File: src/rtl/bsearch_if.sv
// Search-request and RAM-read bundle for bsearch_engine. The engine uses the slave modport; the
// master side is the top-level control together with the RAM that returns mem_rdata.
interface bsearch_if #(
  parameter int DATA_W = 8,
  parameter int ADDR_W = 5
);
  logic              start;
  logic [DATA_W-1:0] target;
  logic [ADDR_W-1:0] mem_addr;
  logic [DATA_W-1:0] mem_rdata;
  logic              busy;
  logic              done;
  logic              found;
  logic [ADDR_W-1:0] found_addr;

  modport master (
    output start, target, mem_rdata,
    input  mem_addr, busy, done, found, found_addr
  );

  modport slave (
    input  start, target, mem_rdata,
    output mem_addr, busy, done, found, found_addr
  );
endinterface

File: src/rtl/bsearch_engine.sv
// Binary-search engine over an ascending-sorted synchronous RAM with RD_LAT-cycle read latency.
// Optional probe counter on the steps port is built only when BSEARCH_STEPS_EN is defined.
module bsearch_engine #(
  parameter int DATA_W = 8,
  parameter int ADDR_W = 5,
  parameter int RD_LAT = 1
) (
  input  logic             clk,
  input  logic             reset,
  bsearch_if.slave         bus,
`ifdef BSEARCH_STEPS_EN
  output logic [ADDR_W:0]  steps,
`endif
  output logic [2:0]       dbg_state
);
  // Handshake: start is a level request. A search launches when start=1 is seen in IDLE, and busy
  // stays high until DONE. DONE holds done/found/found_addr for as long as start stays high, and
  // start=0 returns the engine to IDLE. Holding start high never launches a second search.

  typedef enum logic [2:0] {
    S_IDLE    = 3'd0,
    S_ISSUE   = 3'd1,
    S_WAIT    = 3'd2,
    S_COMPARE = 3'd3,
    S_DONE    = 3'd4
  } state_t;

  localparam logic [ADDR_W:0] TOP       = {1'b0, {ADDR_W{1'b1}}};
  localparam logic [ADDR_W:0] ONE       = 1;
  localparam logic [1:0]      WAIT_LAST = 2'(RD_LAT > 1 ? RD_LAT - 2 : 0);

  state_t            state;
  logic [ADDR_W:0]   low, high, mid;
  logic [DATA_W-1:0] target_q;
  logic [1:0]        wait_cnt;

  logic [ADDR_W:0]   sum, mid_calc, low_nx, high_nx;
  logic              hit, miss;

  assign dbg_state = state;

  // Bounds stay below 2**ADDR_W while probing, so their sum fits in ADDR_W+1 bits.
  always_comb begin
    sum      = low + high;
    mid_calc = sum >> 1;
  end

  // mid-1 at mid=0 sets the extra MSB of high; that bit marks an empty range and must end the search as a miss.
  always_comb begin
    low_nx  = low;
    high_nx = high;
    hit     = (bus.mem_rdata == target_q);
    if (bus.mem_rdata > target_q) high_nx = mid - ONE;
    else                          low_nx  = mid + ONE;
    miss    = high_nx[ADDR_W] || (low_nx > high_nx);
  end

  always_ff @(posedge clk or negedge reset) begin
    if (!reset) begin
      state          <= S_IDLE;
      low            <= '0;
      high           <= TOP;
      mid            <= '0;
      target_q       <= '0;
      wait_cnt       <= '0;
      bus.mem_addr   <= '0;
      bus.busy       <= 1'b0;
      bus.done       <= 1'b0;
      bus.found      <= 1'b0;
      bus.found_addr <= '0;
`ifdef BSEARCH_STEPS_EN
      steps          <= '0;
`endif
    end else begin
      case (state)
        S_IDLE: begin
          low  <= '0;
          high <= TOP;
          if (bus.start) begin
            target_q <= bus.target;
            bus.busy <= 1'b1;
            state    <= S_ISSUE;
`ifdef BSEARCH_STEPS_EN
            steps    <= '0;
`endif
          end
        end
        S_ISSUE: begin
          mid          <= mid_calc;
          bus.mem_addr <= mid_calc[ADDR_W-1:0];
          wait_cnt     <= '0;
          state        <= (RD_LAT > 1) ? S_WAIT : S_COMPARE;
        end
        S_WAIT: begin
          if (wait_cnt == WAIT_LAST) state <= S_COMPARE;
          else                       wait_cnt <= wait_cnt + 2'd1;
        end
        S_COMPARE: begin
`ifdef BSEARCH_STEPS_EN
          steps <= steps + ONE;
`endif
          if (hit) begin
            bus.done       <= 1'b1;
            bus.found      <= 1'b1;
            bus.found_addr <= mid[ADDR_W-1:0];
            bus.busy       <= 1'b0;
            state          <= S_DONE;
          end else begin
            low  <= low_nx;
            high <= high_nx;
            if (miss) begin
              bus.done       <= 1'b1;
              bus.found      <= 1'b0;
              bus.found_addr <= '0;
              bus.busy       <= 1'b0;
              state          <= S_DONE;
            end else begin
              state <= S_ISSUE;
            end
          end
        end
        S_DONE: begin
          if (!bus.start) begin
            bus.done       <= 1'b0;
            bus.found      <= 1'b0;
            bus.found_addr <= '0;
            state          <= S_IDLE;
          end
        end
        default: state <= S_IDLE;
      endcase
    end
  end
endmodule

File: src/flat_wrapper.sv
// flat-port wrapper written by rule: the top's interface ports become plain ports
module bsearch_engine_flat 
#(
  parameter int DATA_W = 8,
  parameter int ADDR_W = 5,
  parameter int RD_LAT = 1
)
  (clk, reset, dbg_state, bus_start, bus_target, bus_mem_rdata, bus_mem_addr, bus_busy, bus_done, bus_found, bus_found_addr);
  bsearch_if #(.DATA_W(DATA_W), .ADDR_W(ADDR_W)) bus_i ();
  input  logic clk;
  input  logic reset;
  output logic [2:0] dbg_state;
  input wire logic [$bits(bus_i.start)-1:0] bus_start;
  input wire logic [$bits(bus_i.target)-1:0] bus_target;
  input wire logic [$bits(bus_i.mem_rdata)-1:0] bus_mem_rdata;
  output wire logic [$bits(bus_i.mem_addr)-1:0] bus_mem_addr;
  output wire logic [$bits(bus_i.busy)-1:0] bus_busy;
  output wire logic [$bits(bus_i.done)-1:0] bus_done;
  output wire logic [$bits(bus_i.found)-1:0] bus_found;
  output wire logic [$bits(bus_i.found_addr)-1:0] bus_found_addr;
  assign bus_i.start = bus_start;
  assign bus_i.target = bus_target;
  assign bus_i.mem_rdata = bus_mem_rdata;
  assign bus_mem_addr = bus_i.mem_addr;
  assign bus_busy = bus_i.busy;
  assign bus_done = bus_i.done;
  assign bus_found = bus_i.found;
  assign bus_found_addr = bus_i.found_addr;
  bsearch_engine #(.DATA_W(DATA_W), .ADDR_W(ADDR_W), .RD_LAT(RD_LAT)) u_core (.clk(clk), .reset(reset), .bus(bus_i), .dbg_state(dbg_state));
endmodule
File: config.mk
export PLATFORM = sky130hd
export DESIGN_NAME = bsearch_engine_flat
export DESIGN_NICKNAME = d
export VERILOG_FILES = /design/src/rtl/bsearch_if.sv /design/src/rtl/bsearch_engine.sv /design/src/flat_wrapper.sv
export SDC_FILE = /design/constraint.sdc
export NUM_CORES = 1
export LEC_CHECK = 0
export CAP_MARGIN = 10
export CORE_MARGIN = 5
export CORE_UTILIZATION = 54
export CTS_CLUSTER_SIZE = 16
export DETAILED_ROUTE_END_ITERATION = 8
export PLACE_DENSITY = 0.79
export SLEW_MARGIN = 20
export SYNTH_ARGS = -nofsm -noshare
export SYNTH_HDL_FRONTEND = slang
export SYNTH_SLANG_ARGS = --single-unit
File: constraint.sdc
create_clock -name clk -period 5 [get_ports clk]
set_input_delay 1.5 -clock clk [delete_from_list [all_inputs] [get_ports clk]]
set_output_delay 1.5 -clock clk [all_outputs]
set_load 0.05 [all_outputs]
==> Flow_metrics.wiki <==
{| class="wikitable"
! Metric !! Value
|-
| Run status || finished, final reports clean
|-
| Share of post-route cells with drive strength above 1 || between 7 and 8%
|-
| Worst slew slack as a fraction of its limit || roughly 40%
|-
| Placed Cells || about 350
|-
| Nets || 345
|-
| Antenna violations before repair || 0
|-
| Minimum clock period || about 4.6 ns
|-
| Final standard cell count with taps included and fillers excluded || ~360
|-
| TritonCTS buffer count || 5
|-
| Routed length per instance || approximately 15 um
|-
| Clock insertion delay at the later pin of the skew report || about 0.29 ns
|-
| Total number of placement rows || 24
|-
| CTS Root Buffer Type || sky130_fd_sc_hd__clkbuf_8
|-
| Setup-violating endpoint count in the final report || 0
|-
| Gate count of the mapped netlist || around 270
|-
| Largest net degree at the start of global routing || 39
|-
| Antenna Cells || 0
|-
| Setup repair after global routing missed its margin || false
|-
| Crit path setup slack, layout || 0.407 ns
|-
| Async SR Flop Fraction || between 90% and 100%
|-
| Hpwl dp || a little under 4 mm
|-
| Largest area contributor in the netlist || sky130_fd_sc_hd__dfrtp_1
|-
| Number of gates resized after cts || 0
|-
| Area growth from synthesis to layout || 20.0%
|-
| Remaining global-route overflow || 0
|-
| Hold crit path type || flop to flop
|-
| Power density of the placed cells || roughly 700 nW/um^2
|-
| Avg Cell Area, Syn || 8.74 um^2
|-
| Kind of critical path || input pin to flop
|-
| # H-tree levels || 2
|-
| Number of port buffers || 34
|-
| Pins over their slew limit || 0
|-
| TritonCTS Sinks || 38
|-
| Post-Syn Area || 2380 um^2
|-
| Req. time, crit path || 5.18 ns
|-
| Maximum clock rate || 218 MHz
|-
| Die span in x || 76.4 um
|-
| Final cycle utilization of the critical path || about nine tenths
|-
| Number of warnings printed during yosys synthesis || 0
|-
| Vertical die dimension || approximately 76 um
|-
| Via count of the first global-routing pass || between 1500 and 2000
|-
| Peak supply drop || around 300 uV
|-
| Die Footprint || ~6000 um^2
|-
| Category of the worst setup path launch point || input pin
|-
| Post-detailed-route via-to-cell ratio || between 5 and 6
|-
| Total negative setup slack || 0 ns
|-
| Number of flip-flops and latches in the synthesized netlist || 38
|-
| Cell leakage power || roughly 0.0013 uW
|-
| Violation count after the first detailed-route iteration || 70
|-
| Arrival @ worst endpoint || 4.77 ns
|-
| Mapped Nets || approximately 310
|-
| Slew at the pin closest to its max-slew limit || roughly 0.9 ns
|-
| Nature of the critical path endpoint || flop
|-
| Global-route wire length before repair || approximately 9.3 mm
|-
| DRC Markers || 0
|-
| Sequential element share of the synthesized area || around two fifths
|-
| Number of iterations in the first detailed-routing pass || 4
|-
| Wire length reported by the detailed router || 5.32 mm
|-
| Global-route total usage across every layer || between 10% and 20%
|-
| Post-CTS Hold Fix Bufs || 0
|-
| Largest stage delay on the critical path || a little over 0.4 ns
|-
| Unique cell type count in the Yosys netlist || 43
|-
| Core ar. || 4320 um^2
|-
| Crit path cell chain || clkdlybuf4s50_1 -> ha_1 -> nand4_1 -> or2_1 -> o21ai_1 -> buf_4 -> nor2_1 -> a21oi_1 -> ha_1 -> a211oi_1 -> nor2_1 -> o32a_1 -> nor2_1 -> o21ai_1 -> a32o_1
|-
| Flop-to-flop setup slack || 1.54 ns
|-
| Clock-pin slew reported for the worst setup and hold paths after clock tree synthesis || ~0.070 ns
|-
| Slowest stage cell, crit path || sky130_fd_sc_hd__clkdlybuf4s50_1
|-
| Worst clock skew || 0.00379 ns
|-
| Sequential cell area || roughly 960 um^2
|-
| Vias || slightly below 2000
|-
| Area fraction of the dominant cell type after synthesis || a little over a third
|-
| Most used flip-flop cell after synthesis || sky130_fd_sc_hd__dfrtp_1
|-
| Number of enable flip-flop cells after synthesis || 0
|-
| Footprint of the multi-input gates || ~1300 um^2
|-
| Fillers || roughly 380
|-
| Post-place setup slack || slightly below 0.2 ns
|-
| Hold Violations, Final || 0
|-
| Buffer count from post-CTS setup fixing || 0
|-
| IO Count || 35
|-
| Number of routed nets with antenna violations || 0
|-
| Max clock buf depth || 2
|-
| Most repeated library cell on the critical path || sky130_fd_sc_hd__nor2_1
|-
| CP Max Fanout || 23
|-
| Effective utilization at floorplan || 55.0%
|-
| CTS tree || yes
|-
| Cell types with the largest area share after synthesis || sky130_fd_sc_hd__dfrtp_1, sky130_fd_sc_hd__ha_1, sky130_fd_sc_hd__o21ai_0, sky130_fd_sc_hd__nand2_1, sky130_fd_sc_hd__dfstp_2
|-
| Count of max-cap constraint violations || 0
|-
| Placer congestion estimate || approximately 0.83
|}
==> per-stage QoR <==
step / area [um^2] / hold slack, ns / utilization, % / power [uW]
finish: 2850 / 0.520 / 66.0 / 1990
global route: 2850 / 0.541 / 66.0 / 2180
CTS: 2850 / 0.524 / 66.0 / 2000
detailed placement: 2750 / 0.507 / 63.5 / 1730
global placement: 2750 / 0.493 / 63.5 / 1690
floorplan: 2380 / 0.470 / - / 1410
==> path summary, 6_finish.rpt <==
path                                   startpoint                endpoint  depth (start not counted)
max                              bus_mem_rdata[3]     u_core.dbg_state[2]                         15
min                            u_core.wait_cnt[1]      u_core.wait_cnt[1]                          2
max reg2reg                u_core.bus.mem_addr[2]     u_core.dbg_state[2]                         13
min reg2reg                    u_core.wait_cnt[1]      u_core.wait_cnt[1]                          2
max in group asynchronous                   reset  u_core.bus.mem_addr[2]                          1
min in group asynchronous                   reset      u_core.wait_cnt[0]                          1
==> layout by cell type (no fill, tap or decap), types with 2 or more instances in the layout <==
cell type / n
sky130_fd_sc_hd__nand2_1: 40
sky130_fd_sc_hd__o21ai_0: 33
sky130_fd_sc_hd__clkdlybuf4s50_1: 33
sky130_fd_sc_hd__dfrtp_1: 33
sky130_fd_sc_hd__nor2_1: 21
sky130_fd_sc_hd__ha_1: 21
sky130_fd_sc_hd__inv_1: 20
sky130_fd_sc_hd__a21oi_1: 16
sky130_fd_sc_hd__xor2_1: 9
sky130_fd_sc_hd__mux2i_1: 9
sky130_fd_sc_hd__nand3_1: 6
sky130_fd_sc_hd__a22oi_1: 6
sky130_fd_sc_hd__clkbuf_8: 5
sky130_fd_sc_hd__dfstp_2: 5
sky130_fd_sc_hd__nand4_1: 3
sky130_fd_sc_hd__nor3_1: 3
sky130_fd_sc_hd__and3_1: 3
sky130_fd_sc_hd__xnor2_1: 3
sky130_fd_sc_hd__buf_4: 3
sky130_fd_sc_hd__o211ai_1: 2
sky130_fd_sc_hd__o21ai_1: 2
sky130_fd_sc_hd__or2_2: 2
sky130_fd_sc_hd__a31oi_1: 2
sky130_fd_sc_hd__mux2_2: 2
sky130_fd_sc_hd__clkbuf_1: 2
==> per-layer routing <==
metal	GRT usage, %	vias up	routed length [um]
met5	0	-	0
met4	6.29	0	62
met3	3.66	5	190
met2	31.8	34	2570
met1	26.1	921	2500
li1	-	1002	-
==> cell usage after synthesis (2+ instances only) <==
master                     number
sky130_fd_sc_hd__xnor2_1        3
sky130_fd_sc_hd__ha_1          21
sky130_fd_sc_hd__a31oi_1        2
sky130_fd_sc_hd__or2_2          2
sky130_fd_sc_hd__nand2_1       40
sky130_fd_sc_hd__inv_1         20
sky130_fd_sc_hd__o211ai_1       2
sky130_fd_sc_hd__o21ai_0       34
sky130_fd_sc_hd__clkbuf_1      10
sky130_fd_sc_hd__dfrtp_1       33
sky130_fd_sc_hd__nor3_1         3
sky130_fd_sc_hd__nor2_1        21
sky130_fd_sc_hd__mux2_2         2
sky130_fd_sc_hd__xor2_1         9
sky130_fd_sc_hd__dfstp_2        5
sky130_fd_sc_hd__nand4_1        3
sky130_fd_sc_hd__and3_1         3
sky130_fd_sc_hd__a22oi_1        6
sky130_fd_sc_hd__nand3_1        6
sky130_fd_sc_hd__mux2i_1        9
sky130_fd_sc_hd__a21oi_1       16
==> logic make-up after synthesis <==
family	count (synthesis)	share of synthesized area, %
multiplexers	11	4.74
AO/OA/AOI/OAI	71	17.4
AND/OR/NAND/NOR	85	15.7
flip-flops	38	40.3
XOR/XNOR	12	4.42
buffers and inverters	33	5.58
adder cells (fa/ha/maj)	22	11.9
==> power breakdown <==
group | internal (uW) | leakage, uW | switching, uW
Sequential | 424 | 0.000478 | 135
Combinational | 470 | 0.000750 | 707
Clock | 149 | 0.0000524 | 106
==> registers in the layout, indices dropped and copies added, names as in the netlist <==
signal	count
u_core.bus.busy	1
u_core.bus.found_addr	5
u_core.high	6
u_core.dbg_state	3
u_core.bus.mem_addr	5
u_core.low	6
u_core.bus.found	1
u_core.bus.done	1
u_core.wait_cnt	2
u_core.target_q	8
==> worst max-delay path: cells and delay by family <==
| family | cells | cell delay, ns |
|---|---|---|
| AOI/OAI and AO/OA | 6 | 1.25 |
| buffers and inverters | 2 | 0.66 |
| adders and majority gates | 2 | 0.59 |
| and+or+nand+nor | 5 | 0.76 |
==> cell type report <==
class,count,share of cell area (%)
sequential,38,33.6
inverter,21,2.76
clock buffer,7,2.68
timing repair buffer,37,12.5
tap,52,2.28
multi-input combinational,201,45.1
clock inverter,1,1.05
No activity file was read; power rests on OpenSTA's default activity.
